===== src/rtl/vga_layer_regs_if.sv =====
// Wishbone-style config bus between the CPU and the VGA layer register file.
// The master drives the request; the slave answers with read data, ack and stall.
interface vga_layer_regs_if;
  logic        cyc;
  logic        stb;
  logic        we;
  logic [3:0]  sel;
  logic [9:2]  adr;
  logic [31:0] wdat;
  logic [31:0] rdat;
  logic        ack;
  logic        stall;

  modport master (output cyc, stb, we, sel, adr, wdat, input  rdat, ack, stall);
  modport slave  (input  cyc, stb, we, sel, adr, wdat, output rdat, ack, stall);
endinterface


===== src/rtl/vga_layer_regs.sv =====
// Config register file for the multi-layer VGA engine: per-layer shadow registers
// that commit to the active outputs at vblank, plus a vblank interrupt and frame counter.
module vga_layer_regs #(
  parameter int          NLAYERS      = 2,
  parameter logic [31:0] VGA_MEMBASE  = 32'h0,
  parameter logic [31:0] LAYER_STRIDE = 32'h40000,
  parameter logic [31:0] DEFAULT_MODE = 32'h02
) (
  input  logic                   clk_i,
  input  logic                   rst_i,
  vga_layer_regs_if.slave        inbus,
  input  logic                   vblank_i,
  output logic [32*NLAYERS-1:0]  base_o,
  output logic [32*NLAYERS-1:0]  mode_o,
  output logic [32*NLAYERS-1:0]  cursorpos_o,
  output logic [24*NLAYERS-1:0]  cursorcolor_o,
  output logic                   irq_o
);
  localparam int LW = (NLAYERS > 1) ? $clog2(NLAYERS) : 1;

  typedef enum logic {S_IDLE, S_ACK} state_t;
  state_t state, state_nxt;

  logic [31:0] sh_base [NLAYERS];
  logic [31:0] sh_mode [NLAYERS];
  logic [31:0] sh_cpos [NLAYERS];
  logic [23:0] sh_ccol [NLAYERS];
  logic [31:0] act_base[NLAYERS];
  logic [31:0] act_mode[NLAYERS];
  logic [31:0] act_cpos[NLAYERS];
  logic [23:0] act_ccol[NLAYERS];

  logic        vbl, irqen, pending, autocommit;
  logic [15:0] frame_cnt;

  logic [5:0]    lsel;
  logic [1:0]    rsel;
  logic [LW-1:0] lidx;
  logic          layer_hit, global_hit, access, wr_en, do_commit;
  logic [31:0]   wr_merge, rd_data;

  function automatic logic [31:0] reset_base(input int l);
    return VGA_MEMBASE + LAYER_STRIDE * 32'(l);
  endfunction

  function automatic logic [31:0] reset_mode(input int l);
    return (l == 0) ? DEFAULT_MODE : 32'h0;
  endfunction

  function automatic logic [31:0] byte_merge(input logic [31:0] old_v, input logic [31:0] new_v,
                                             input logic [3:0] sel);
    logic [31:0] res;
    for (int k = 0; k < 4; k++) res[8*k +: 8] = sel[k] ? new_v[8*k +: 8] : old_v[8*k +: 8];
    return res;
  endfunction

  assign lsel       = inbus.adr[9:4];
  assign rsel       = inbus.adr[3:2];
  assign lidx       = lsel[LW-1:0];
  assign layer_hit  = int'(lsel) < NLAYERS;
  assign global_hit = (lsel == 6'd63);
  assign access     = (state == S_IDLE) && inbus.cyc && inbus.stb;
  assign wr_en      = access && inbus.we;
  assign do_commit  = vblank_i && (pending || autocommit);
  assign irq_o      = vbl & irqen;

  // Bus FSM: every access takes one decode cycle and one ack cycle.
  always_ff @(posedge clk_i or posedge rst_i) begin
    if (rst_i) state <= S_IDLE;
    else       state <= state_nxt;
  end

  always_comb begin
    state_nxt = state;
    case (state)
      S_IDLE: if (inbus.cyc && inbus.stb) state_nxt = S_ACK;
      S_ACK:  state_nxt = S_IDLE;
      default: state_nxt = S_IDLE;
    endcase
  end

  always_comb begin
    inbus.ack   = 1'b0;
    inbus.stall = 1'b0;
    if (state == S_ACK) begin
      inbus.ack   = 1'b1;
      inbus.stall = 1'b1;
    end
  end

  // NOTE: give every combinational output a default first so no path infers a latch.
  always_comb begin
    rd_data  = '0;
    wr_merge = '0;
    if (layer_hit) begin
      case (rsel)
        2'd0: rd_data = sh_base[lidx];
        2'd1: rd_data = sh_mode[lidx];
        2'd2: rd_data = sh_cpos[lidx];
        default: rd_data = {8'h0, sh_ccol[lidx]};
      endcase
    end else if (global_hit) begin
      case (rsel)
        2'd0: rd_data = {31'b0, vbl};
        2'd1: rd_data = {31'b0, irqen};
        2'd2: rd_data = {16'b0, frame_cnt};
        default: rd_data = {30'b0, autocommit, pending};
      endcase
    end
    wr_merge = byte_merge(rd_data, inbus.wdat, inbus.sel);
  end

  // Commit copies the pre-write shadow, so a same-cycle shadow write lands next frame.
  always_ff @(posedge clk_i or posedge rst_i) begin
    if (rst_i) begin
      // NOTE: these arrays are flops with defined power-on values, so each entry is reset explicitly.
      for (int l = 0; l < NLAYERS; l++) begin
        sh_base[l]  <= reset_base(l);
        sh_mode[l]  <= reset_mode(l);
        sh_cpos[l]  <= '0;
        sh_ccol[l]  <= 24'ha0a0a0;
        act_base[l] <= reset_base(l);
        act_mode[l] <= reset_mode(l);
        act_cpos[l] <= '0;
        act_ccol[l] <= 24'ha0a0a0;
      end
    end else begin
      if (do_commit) begin
        for (int l = 0; l < NLAYERS; l++) begin
          act_base[l] <= sh_base[l];
          act_mode[l] <= sh_mode[l];
          act_cpos[l] <= sh_cpos[l];
          act_ccol[l] <= sh_ccol[l];
        end
      end
      if (wr_en && layer_hit) begin
        case (rsel)
          2'd0: sh_base[lidx] <= wr_merge;
          2'd1: sh_mode[lidx] <= wr_merge;
          2'd2: sh_cpos[lidx] <= wr_merge;
          default: sh_ccol[lidx] <= wr_merge[23:0];
        endcase
      end
    end
  end

  // NOTE: sequential state always uses non-blocking assignment so every flop samples pre-edge values.
  always_ff @(posedge clk_i or posedge rst_i) begin
    if (rst_i) begin
      vbl        <= 1'b0;
      irqen      <= 1'b0;
      pending    <= 1'b0;
      autocommit <= 1'b0;
      frame_cnt  <= '0;
    end else begin
      if (vblank_i)
        vbl <= 1'b1;
      else if (wr_en && global_hit && rsel == 2'd0 && inbus.sel[0] && inbus.wdat[0])
        vbl <= 1'b0;
      if (wr_en && global_hit && rsel == 2'd1 && inbus.sel[0])
        irqen <= inbus.wdat[0];
      if (wr_en && global_hit && rsel == 2'd3 && inbus.sel[0]) begin
        autocommit <= inbus.wdat[1];
        if (inbus.wdat[0]) pending <= 1'b1;
        else if (do_commit) pending <= 1'b0;
      end else if (do_commit) begin
        pending <= 1'b0;
      end
      if (vblank_i) frame_cnt <= frame_cnt + 16'd1;
    end
  end

  always_ff @(posedge clk_i or posedge rst_i) begin
    if (rst_i)       inbus.rdat <= '0;
    else if (access) inbus.rdat <= rd_data;
  end

  for (genvar l = 0; l < NLAYERS; l++) begin : g_out
    assign base_o[32*l +: 32]        = act_base[l];
    assign mode_o[32*l +: 32]        = act_mode[l];
    assign cursorpos_o[32*l +: 32]   = act_cpos[l];
    assign cursorcolor_o[24*l +: 24] = act_ccol[l];
  end
endmodule


===== src/flat_wrapper.sv =====
// flat-port wrapper written by rule: the top's interface ports become plain ports
module vga_layer_regs_flat 
#(
  parameter int          NLAYERS      = 2,
  parameter logic [31:0] VGA_MEMBASE  = 32'h0,
  parameter logic [31:0] LAYER_STRIDE = 32'h40000,
  parameter logic [31:0] DEFAULT_MODE = 32'h02
)
  (clk_i, rst_i, vblank_i, base_o, mode_o, cursorpos_o, cursorcolor_o, irq_o, inbus_cyc, inbus_stb, inbus_we, inbus_sel, inbus_adr, inbus_wdat, inbus_rdat, inbus_ack, inbus_stall);
  vga_layer_regs_if inbus_i ();
  input  logic clk_i;
  input  logic rst_i;
  input  logic vblank_i;
  output logic [32*NLAYERS-1:0] base_o;
  output logic [32*NLAYERS-1:0] mode_o;
  output logic [32*NLAYERS-1:0] cursorpos_o;
  output logic [24*NLAYERS-1:0] cursorcolor_o;
  output logic irq_o;
  input wire logic [$bits(inbus_i.cyc)-1:0] inbus_cyc;
  input wire logic [$bits(inbus_i.stb)-1:0] inbus_stb;
  input wire logic [$bits(inbus_i.we)-1:0] inbus_we;
  input wire logic [$bits(inbus_i.sel)-1:0] inbus_sel;
  input wire logic [$bits(inbus_i.adr)-1:0] inbus_adr;
  input wire logic [$bits(inbus_i.wdat)-1:0] inbus_wdat;
  output wire logic [$bits(inbus_i.rdat)-1:0] inbus_rdat;
  output wire logic [$bits(inbus_i.ack)-1:0] inbus_ack;
  output wire logic [$bits(inbus_i.stall)-1:0] inbus_stall;
  assign inbus_i.cyc = inbus_cyc;
  assign inbus_i.stb = inbus_stb;
  assign inbus_i.we = inbus_we;
  assign inbus_i.sel = inbus_sel;
  assign inbus_i.adr = inbus_adr;
  assign inbus_i.wdat = inbus_wdat;
  assign inbus_rdat = inbus_i.rdat;
  assign inbus_ack = inbus_i.ack;
  assign inbus_stall = inbus_i.stall;
  vga_layer_regs #(.NLAYERS(NLAYERS), .VGA_MEMBASE(VGA_MEMBASE), .LAYER_STRIDE(LAYER_STRIDE), .DEFAULT_MODE(DEFAULT_MODE)) u_core (.clk_i(clk_i), .rst_i(rst_i), .inbus(inbus_i), .vblank_i(vblank_i), .base_o(base_o), .mode_o(mode_o), .cursorpos_o(cursorpos_o), .cursorcolor_o(cursorcolor_o), .irq_o(irq_o));
endmodule

===== config.mk =====
export PLATFORM = sky130hd
export DESIGN_NAME = vga_layer_regs_flat
export DESIGN_NICKNAME = d
export VERILOG_FILES = /design/src/rtl/vga_layer_regs_if.sv /design/src/rtl/vga_layer_regs.sv /design/src/flat_wrapper.sv
export SDC_FILE = /design/constraint.sdc
export NUM_CORES = 1
export LEC_CHECK = 0
export CORE_MARGIN = 2
export CORE_UTILIZATION = 40
export CTS_CLUSTER_SIZE = 40
export DETAILED_ROUTE_END_ITERATION = 16
export GPL_TIMING_DRIVEN = 1
export SYNTH_ARGS = -nofsm -noshare
export SYNTH_HDL_FRONTEND = slang
export SYNTH_SLANG_ARGS = --single-unit

===== constraint.sdc =====
create_clock -name clk_i -period 26.6 [get_ports clk_i]
set_clock_uncertainty 0.15 [all_clocks]
set_input_delay 5.32 -clock clk_i [delete_from_list [all_inputs] [get_ports clk_i]]
set_output_delay 5.32 -clock clk_i [all_outputs]
set_load 0.1 [all_outputs]

# Word-level counts from Yosys, hierarchy flattened
# Cells that the tools add are included.
# word_totals
register_bits	533
in_bits	50
output_inout_bits	275
elab_cells	94
# classes
add_sub_neg	1
n_lt_le_gt_ge	3
eq_ne	4
n_mux	36
bitwise	4
n_reduce_logical	23
# op_table
operator	count
two-way mux 32 bit	12
bitwise mux 64 bit	3
two-way mux 24 bit	4
case mux 32 bit (3 select lines)	1
bitwise mux 48 bit	1
case mux 16 bit (3 select lines)	1
demux 32 bit (select 1 bit)	1
two-way mux 8 bit	4
demux 24 bit (select 1 bit)	1
adder 16 x 1 -> 16 bit (second input constant)	1
logical AND 1 bit	15
AND reduction 2 bit	4
two-way mux 1 bit	7
equality test 6 bit (second input constant)	1
less-than comparator 6 x 2 -> 1 bit (second input constant)	1
equality test 2 bit (second input constant)	2
OR reduction 3 bit	1
equality test 2 x 1 -> 1 bit (second input constant)	1
greater-or-equal comparator 2 bit (second input constant)	1
logical NOT 2 bit	1
less-than comparator 2 x 1 -> 1 bit (second input constant)	1
NOT 1 bit	2
NOT 1 -> 2 bit	1
case mux 1 bit (2 select lines)	1
3 further kinds	3

# Longest topological paths before layout
# Gate-level depths: netlist (run 1).
# depth
word_depth	10
ltp_mapped	9
ltp_nobuf	5

# Worst setup path after synthesis (run 1)
# No wires, ideal clock.
# synth_path
kind	input to register
startpoint	input inbus_adr[1]
endpoint	register u_core.sh_ccol[40] (netlist name)
setup_time_ps	141
arrival_time_ps	6939
required_time_ps	26309
path_slack_ps	19370
cell_stages	7
n_path_buf	3
cell_sequence	buf_2 buf_2 buf_2 mux4_2 mux2_2 a22oi_1 a21oi_1
# synth_between
elab_chain_cells	5
elab_cells_between_ends	10
classes_between	2 x eq/ne; 4 x mux; 1 x bitwise; 3 x reduce/logical
# synth_rtl
item	line_no	source
start: declaration	flat_wrapper.sv:23	input wire logic [$bits(inbus_i.adr)-1:0] inbus_adr;
equality test 2 bit, or another cell as far along	vga_layer_regs.sv:96, vga_layer_regs.sv:137	
case mux 32 bit (3 select lines)	vga_layer_regs.sv:96	case (rsel)
two-way mux 32 bit	vga_layer_regs.sv:95	if (layer_hit) begin
two-way mux 8 bit	vga_layer_regs.sv:53	for (int k = 0; k < 4; k++) res[8*k +: 8] = sel[k] ? new_v[8*k +: 8] : old_v[8*k +: 8];
bitwise mux 48 bit	vga_layer_regs.sv:141	default: sh_ccol[lidx] <= wr_merge[23:0];
end signal: indexed assignment	vga_layer_regs.sv:141	
end: declaration	vga_layer_regs.sv:27	logic [23:0] sh_ccol [NLAYERS];
# Parallel ways exist; a longest one is shown, timed or not.
# A chain may end at the register's enable or synchronous reset.

# Worst setup path in the final report (run 1)
# layout_path
startpoint	input inbus_adr[1]
endpoint	register u_core.inbus.rdat[8]
# layout_between
elab_chain_cells	4
elab_cells_between_ends	7
classes_between	2 x eq/ne; 4 x mux; 1 x reduce/logical
# layout_rtl
item	line_no	source
equality test 2 bit, or another cell as far along	vga_layer_regs.sv:96, vga_layer_regs.sv:103	
case mux 16 bit (3 select lines)	vga_layer_regs.sv:103	case (rsel)
two-way mux 32 bit	vga_layer_regs.sv:102	end else if (global_hit) begin
two-way mux 32 bit (*)	vga_layer_regs.sv:95	
end signal: assignment	vga_layer_regs.sv:175	else if (access) inbus.rdat <= rd_data;
end: declaration	vga_layer_regs_if.sv:15	modport slave (input cyc, stb, we, sel, adr, wdat, output rdat, ack, stall);
# Every way passes the cells marked *; elsewhere a longest branch is shown, timed or not.

==> results of run 1 <==
==> stage by stage <==
stage,utilization,setup WS [ps]
after global placement,0.463,17670
after global routing,0.496,18110
after detailed placement,0.463,17620
after floorplan,-,6280
after CTS,0.496,18270
final,0.496,18210
==> layout make-up <==
class                      count  share of cell area
clock buffer                  83              0.0560
clock inverter                22              0.0117
inverter                       6             0.00103
multi-input combinational   1141               0.322
sequential                   533               0.458
tap                          773              0.0331
timing repair buffer         348               0.118
==> state kept, by name (all words and copies together), names as in the netlist, 48 cells and up <==
register,flops
u_core.sh_ccol,48
u_core.mode_o,64
u_core.sh_cpos,64
u_core.base_o,64
u_core.sh_base,64
u_core.sh_mode,64
u_core.cursorpos_o,64
u_core.cursorcolor_o,48
==> how the worst min path moves through the flow <==
stage | from | endpoint
after floorplan | u_core.frame_cnt[15]$_DFFE_PP0P_ | u_core.frame_cnt[15]$_DFFE_PP0P_
after global placement | u_core.inbus.rdat[22]$_DFFE_PP0N_ | u_core.inbus.rdat[22]$_DFFE_PP0N_
after detailed placement | u_core.inbus.rdat[22]$_DFFE_PP0N_ | u_core.inbus.rdat[22]$_DFFE_PP0N_
after CTS | u_core.frame_cnt[15]$_DFFE_PP0P_ | u_core.frame_cnt[15]$_DFFE_PP0P_
after global routing | u_core.frame_cnt[15]$_DFFE_PP0P_ | u_core.frame_cnt[15]$_DFFE_PP0P_
final | u_core.inbus.rdat[22]$_DFFE_PP0N_ | u_core.inbus.rdat[22]$_DFFE_PP0N_
==> kinds of logic after synthesis <==
kind of cell    Yosys count  synth area share
buf+inv                 170            0.0396
compound gates          448             0.111
mux                     483             0.231
flops                   533             0.565
fa+ha+maj                 1          0.000529
simple gates            194            0.0478
xor+xnor                 15           0.00555
==> routing by layer <==
metal,wire length [um],up-vias,global-route usage
met5,12,-,0
met4,1860,2,0.0761
met3,5180,135,0.0425
met2,34300,700,0.381
met1,30600,8464,0.320
li1,-,7209,-
==> cells in the mapped netlist, types with 9 or more instances <==
cell type	instances	area, um2
dfrtp_1	505	12600
a21oi_1	305	1530
mux2_2	290	3270
mux2i_1	172	1720
nand2_1	65	244
buf_2	63	315
clkbuf_1	59	221
a31oi_1	57	357
dfstp_2	28	736
nor2_1	22	82.6
mux4_2	21	473
nand2b_1	20	125
nor2b_1	20	125
nand3_1	18	90.1
o22ai_1	17	106
o21a_1	16	120
o221ai_2	15	225
buf_6	12	135
xnor2_1	11	96.3
and2_1	10	62.6
clkbuf_2	9	45.0
o21ai_0	9	45.0
==> worst min-delay path, cell delays in order, from the launching register on <==
cell	delay (ps)
dfrtp_1	350
nand2_1	50
nand2_1	50
==> power groups by stage <==
stage | combinational [mW] | clock, mW | sequential (mW)
CTS | 0.140 | 0.862 | 0.850
global placement | 0.138 | 0 | 0.864
detailed placement | 0.140 | 0 | 0.865
finish | 0.139 | 0.843 | 0.850
floorplan | 0.0660 | 0 | 0.890
global route | 0.149 | 0.893 | 0.852
==> flow_metrics.tcl, run 1 <==
set metrics [dict create \
    numPortBuffers 324 \
    r2r-start "u_core.state$_DFF_PP0_" \
    clkLatencyLatePin_ps 620 \
    netlist-cell-type-count 56 \
    ir_worst_vdd_mv 0.0480 \
    hold_buffers 0 \
    synth_area_per_cell_um2 12.8 \
    rows 89 \
    die_w_um 247 \
    syn-num-nets 1895 \
    place.gp.congestion 0.845 \
    grt_pass1_vias 16800 \
    critical-path-slowest-cell "nand2b_1" \
    finalMaxSlewViolations 0 \
    path_max_fanout 48 \
    crit_end "u_core.inbus.rdat[8]$_DFFE_PP0N_" \
    finalPower_mw 1.83 \
    drt_wl_total_um 72000 \
    ys_async_sr_fraction 1.00 \
    wl_per_cell_um 24.8 \
    num_antenna_cells 0 \
    num_vias 16500 \
    layout_commonest_cell "dfrtp_1" \
    critPathArrivalTime_ps 8670 \
    clockPowerShare 0.460 \
    worst_pin_slew_ps 1250 \
    final_area_mm2 0.0292 \
    cp.required_ps 26880 \
    synthToLayoutAreaGrowth_pct 23.4 \
    mostFrequentLayoutCells "dfrtp_1, clkdlybuf4s50_1, a21oi_1, mux2_2, mux2i_1" \
    setup_viol 0 \
    power_leakage_nw 13.0 \
    die_h_um 247 \
    postCtsSetupBuffers 0 \
    place_area_mm2 0.0272 \
    outcome "finished, final reports clean" \
    rsz0062_at_grt "false" \
    crit_chain "buf_2, buf_4, nand2b_1, o22ai_1, o221ai_1, a31oi_1" \
    slowest_delay_ps 980 \
    numCtsBuffers 57 \
    track_usage 0.235 \
    drive_above_1_share 0.235 \
    clock_sinks 533 \
    final_hold_viol_count 0 \
    ys_seq_elements 533 \
    synthCells 1844 \
    grt.overflow.total 0 \
    cap_violations 0 \
    hold_path_depth 2 \
    drtPass1Iterations 5 \
    placed_cells 2801 \
    synth_seq_area_share 0.565 \
    die_area_mm2 0.0611 \
    ios 325 \
    htreeDepth 2 \
    multi_input_area_mm2 0.00940 \
    initial_core_util 0.402 \
    cts.clk_slew.worst_paths_ps 60 \
    critPathBufInv 2 \
    power_frac_comb 0.076 \
    fillCellCount 5146 \
    fin_crit_sh 0.315 \
    r2r_end "u_core.sh_base[57]$_DFFE_PP0P_" \
    cp-startpoint "inbus_adr[1]" \
    p_switching_mw 0.452 \
    ant_nets 0 \
    switching_share 0.247 \
    power.density_mw_per_mm2 62.8 \
    fmax_ghz 0.119 \
    seq_area_mm2 0.0134 \
    cts_resized 0 \
    cp.depth 6 \
    final_nets 2138 \
    worst_r2r_path_depth 6 \
    grt_first_pass_wirelength_um 109000 \
    cts_tree "done" \
    core-area_mm2 0.0588 \
    dp_hpwl_um 46800 \
    drt_iter0_markers 1439 \
    final_cells 2906 \
    start_kind "input pin" \
    route.detailed.drc 0 \
    grt_start_max_net_pins 194 \
    min_path_type "reg2reg" \
    viasPerCell 5.68 \
    synth.cell_area_mm2 0.0237 \
    fin_crit_ps 8390 \
    synth-main-ff-cell "dfrtp_1" \
    clock_path_buffers 3 \
    synth-edff-count 0 \
    antenna_found_initial 1 \
    relSlewSlack 0.165 \
    yosys_warnings 0 \
    cts-root-buf "clkbuf_16" \
    rrSetupSlack_ps 23380 \
    path_class "in2reg" \
    internal-power_mw 1.38 \
    power_frac_seq 0.464 \
    tns_ps 0 \
    holdWs_ps 329 \
    cp_top_family "compound AO/OA/AOI/OAI gates" \
    end_kind "flop" \
]
(Power assumes the default switching activity.)
==> inputs of run 2 (changes only) <==
Clock period 26.6 ns to 7 ns, I/O delays scaled along.
==> flow_metrics.tcl, run 2 (synthesis results as in run 1) <==
set metrics [dict create \
    outcome "finished, final reports clean" \
    fin_crit_sh 0.638 \
    drive_above_1_share 0.236 \
    cap_violations 0 \
    numCtsBuffers 57 \
    die_h_um 247 \
    postCtsSetupBuffers 0 \
    cp_top_family "simple AND/OR/NAND/NOR gates" \
    use_met3 0.0301 \
    drt_iter0_markers 1450 \
    core-area_mm2 0.0588 \
    layout_commonest_cell "dfrtp_1" \
    route.detailed.drc 0 \
    fmax_ghz 0.224 \
    initial_core_util 0.402 \
    htreeDepth 2 \
    power.density_mw_per_mm2 233 \
    drtPass1Iterations 5 \
    grt.overflow.total 0 \
    final_hold_viol_count 0 \
    cts-root-buf "clkbuf_16" \
    ios 325 \
    ir_worst_vdd_mv 0.208 \
    end_kind "flop" \
    final_nets 2144 \
    crit_chain "clkdlybuf4s50_1, nand3b_1, nor4_4, buf_4, and2_1, a21oi_1" \
    worst_pin_slew_ps 1290 \
    viasPerCell 5.63 \
    drt_wl_total_um 71900 \
    fin_crit_ps 4470 \
    clock_sinks 533 \
    critPathBufInv 2 \
    finalPower_mw 6.78 \
    path_class "in2reg" \
    synthToLayoutAreaGrowth_pct 23.2 \
    final_util 0.496 \
    holdWs_ps 329 \
    path_max_fanout 60 \
    dp_hpwl_um 48000 \
    slowest_delay_ps 870 \
    cts_resized 0 \
    cp.required_ps 7280 \
    hold_buffers 0 \
    ant_nets 0 \
    met1_usage 0.334 \
    top_usage_layer "met2" \
    rsz0062_at_grt "false" \
    wl_per_cell_um 24.7 \
    critPathArrivalTime_ps 4750 \
    rows 89 \
    die_area_mm2 0.0611 \
    power_leakage_nw 12.9 \
    mostFrequentLayoutCells "dfrtp_1, clkdlybuf4s50_1, a21oi_1, mux2_2, mux2i_1" \
    track_usage 0.236 \
    relSlewSlack 0.141 \
    grt_pass1_vias 16800 \
    grt_first_pass_wirelength_um 109000 \
    min_path_type "reg2reg" \
    setup_viol 0 \
    critical-path-slowest-cell "and2_1" \
    clock_path_buffers 3 \
    die_w_um 247 \
    num_vias 16400 \
    tns_ps 0 \
    cts.clk_slew.worst_paths_ps 60 \
    use_met2 0.378 \
    grt_start_max_net_pins 161 \
    cts_tree "done" \
    clkLatencyLatePin_ps 620 \
    start_kind "input pin" \
    finalMaxSlewViolations 0 \
    antenna_found_initial 2 \
    numPortBuffers 324 \
    place.gp.congestion 0.833 \
]
-- run 2: where the power goes --
part	internal, mW	total [mW]	switching [mW]
Sequential	3.15	3.23	0.0816
Combinational	0.153	0.531	0.378
Clock	1.75	3.01	1.26
Total	5.06	6.78	1.72
-- run 2: area by class of cell --
class / count / area [um2]
Inverter: 6 / 26.3
Clock buffer: 89 / 1680
Antenna cell: 1 / 2.50
Fill cell: 5155 / 29600
Multi-Input combinational cell: 1141 / 9400
Tap cell: 773 / 967
Sequential cell: 533 / 13400
Clock inverter: 19 / 179
Timing Repair Buffer: 354 / 3520
-- run 2: metrics by stage --
step | cells | cell area (um2) | setup slack (ps)
after global routing | 2915 | 29100 | 2460
after detailed placement | 2807 | 27300 | 2010
after floorplan | 1844 | 23700 | -1770
after CTS | 2915 | 29100 | 2630
final | 2916 | 29200 | 2530
after global placement | 2807 | 27300 | 2000
-- run 2: routing by layer --
layer / vias to the layer above / wire length (um)
li1: 7212 / -
met1: 8478 / 31500
met2: 616 / 34300
met3: 110 / 4330
met4: 4 / 1760
met5: - / 30
-- run 2: tightest hold or removal path, stage by stage, from the launching register on --
cell and delay, ps:
dfrtp_1 340, nand2_1 50, nand2_1 50
-- run 2: path summary, 6_finish.rpt --
kind                                                         to  depth (start not counted)  slack, ps                              start
max                              u_core.sh_cpos[51]$_DFFE_PP0P_                          6       2530                          inbus_stb
min                           u_core.inbus.rdat[29]$_DFFE_PP0N_                          2        330  u_core.inbus.rdat[29]$_DFFE_PP0N_
max reg2reg                      u_core.sh_cpos[51]$_DFFE_PP0P_                          5       3310             u_core.state$_DFF_PP0_
min reg2reg                   u_core.inbus.rdat[29]$_DFFE_PP0N_                          2        330  u_core.inbus.rdat[29]$_DFFE_PP0N_
max in group asynchronous  u_core.cursorcolor_o[14]$_DFFE_PP0P_                          3       4070                              rst_i
min in group asynchronous          u_core.mode_o[2]$_DFFE_PP0P_                          2       1130                              rst_i
==> inputs of run 3 (changes only) <==
Clock period 7 ns to 4.34 ns, I/O delays scaled along.
==> flow_metrics.tcl, run 3 (synthesis results as in run 1) <==
set metrics [dict create \
    initial_core_util 0.402 \
    final_nets 2210 \
    hold_buffers 0 \
    path_max_fanout 3 \
    rsz0062_at_grt "false" \
    viasPerCell 5.57 \
    track_usage 0.233 \
    start_kind "flop" \
    drt_iter0_markers 1317 \
    tns_ps 0 \
    num_antenna_cells 0 \
    die_w_um 247 \
    cp.required_ps 3320 \
    grt_start_max_net_pins 133 \
    route.detailed.drc 0 \
    ant_nets 0 \
    core-area_mm2 0.0588 \
    cts.clk_slew.worst_paths_ps 60 \
    fin_crit_ps 3430 \
    finalWorstSetupSlack_ps 912 \
    ir_worst_vdd_mv 0.279 \
    finalMaxSlewViolations 0 \
    rows 89 \
    drt_wl_total_um 71300 \
    grt.overflow.total 0 \
    fillCellCount 5093 \
    die_h_um 247 \
    numCtsBuffers 56 \
    dp_hpwl_um 48500 \
    end_kind "output pin" \
    power_leakage_nw 13.4 \
    htreeDepth 2 \
    critPathArrivalTime_ps 2410 \
    place.gp.congestion 0.836 \
    place_area_mm2 0.0279 \
    layout_commonest_cell "dfrtp_1" \
    setup_viol 0 \
    outcome "finished, final reports clean" \
    grt_pass1_vias 17100 \
    fmax_ghz 0.292 \
    relSlewSlack 0.258 \
    die_area_mm2 0.0611 \
    seq_area_mm2 0.0134 \
    min_path_type "reg2reg" \
    clock_path_buffers 3 \
    mostFrequentLayoutCells "dfrtp_1, clkdlybuf4s50_1, a21oi_1, mux2_2, mux2i_1" \
    antenna_found_initial 1 \
    path_class "reg2out" \
    multi_input_area_mm2 0.00940 \
    wl_per_cell_um 23.9 \
    cts-root-buf "clkbuf_16" \
    cap_violations 0 \
    synthToLayoutAreaGrowth_pct 26.3 \
    final_util 0.508 \
    drive_above_1_share 0.262 \
    clkLatencyLatePin_ps 610 \
    cts_tree "done" \
    clock_sinks 533 \
    grt_first_pass_wirelength_um 108000 \
    final_area_mm2 0.0299 \
    num_vias 16600 \
    finalPower_mw 11.2 \
    fin_crit_sh 0.790 \
    cts_resized 0 \
    power.density_mw_per_mm2 376 \
    postCtsSetupBuffers 0 \
    dp_slack_ps 488 \
    worst_pin_slew_ps 1110 \
    drtPass1Iterations 5 \
    final_hold_viol_count 0 \
    numPortBuffers 324 \
    ios 325 \
]
## run 3: path summary, 6_finish.rpt
| check | cells after the start | startpoint | end | slack [ps] |
|---|---|---|---|---|
| max reg2reg | 6 | u_core.state$_DFF_PP0_ | u_core.sh_base[10]$_DFFE_PP0P_ | 1820 |
| min in group asynchronous | 2 | rst_i | u_core.mode_o[34]$_DFFE_PP0P_ | 480 |
| min reg2reg | 2 | u_core.inbus.rdat[31]$_DFFE_PP0N_ | u_core.inbus.rdat[31]$_DFFE_PP0N_ | 320 |
| min | 2 | u_core.inbus.rdat[31]$_DFFE_PP0N_ | u_core.inbus.rdat[31]$_DFFE_PP0N_ | 320 |
| max in group asynchronous | 3 | rst_i | u_core.cursorpos_o[21]$_DFFE_PP0P_ | 2400 |
| max | 2 | u_core.vbl$_DFFE_PP0P_ | irq_o | 910 |
## run 3: layout make-up
class | count | share of cell area
multi-input cells | 1141 | 0.315
flip-flops and latches | 533 | 0.448
well taps | 773 | 0.0324
inverters | 6 | 0.000879
repair buffers | 421 | 0.138
clock buffers | 80 | 0.0543
clock inverters | 24 | 0.0118
## run 3: stage by stage
stage               instances  hold WS, ps
floorplan                1844          295
global placement         2874          305
detailed placement       2874          306
CTS                      2978          320
global route             2978          345
finish                   2978          316
## run 3: layer usage
layer / routed length [um] / GRT usage / share of wire
met4: 1740 / 0.0609 / 0.024
met5: 8 / 0 / 0.00011
met2: 34100 / 0.382 / 0.48
met3: 4430 / 0.0462 / 0.062
met1: 31000 / 0.317 / 0.43
## run 3: worst max-delay path, cell delays in order, from the launching register on
cell             delay (ps)
dfrtp_1                 370
and2_1                  260
clkdlybuf4s50_1        1170
## run 3: report_power, final
| group | total (mW) | internal, mW | switching [mW] |
|---|---|---|---|
| clock network | 5.16 | 3.13 | 2.03 |
| registers | 5.21 | 5.08 | 0.129 |
| logic | 0.874 | 0.264 | 0.611 |
| total | 11.2 | 8.47 | 2.77 |
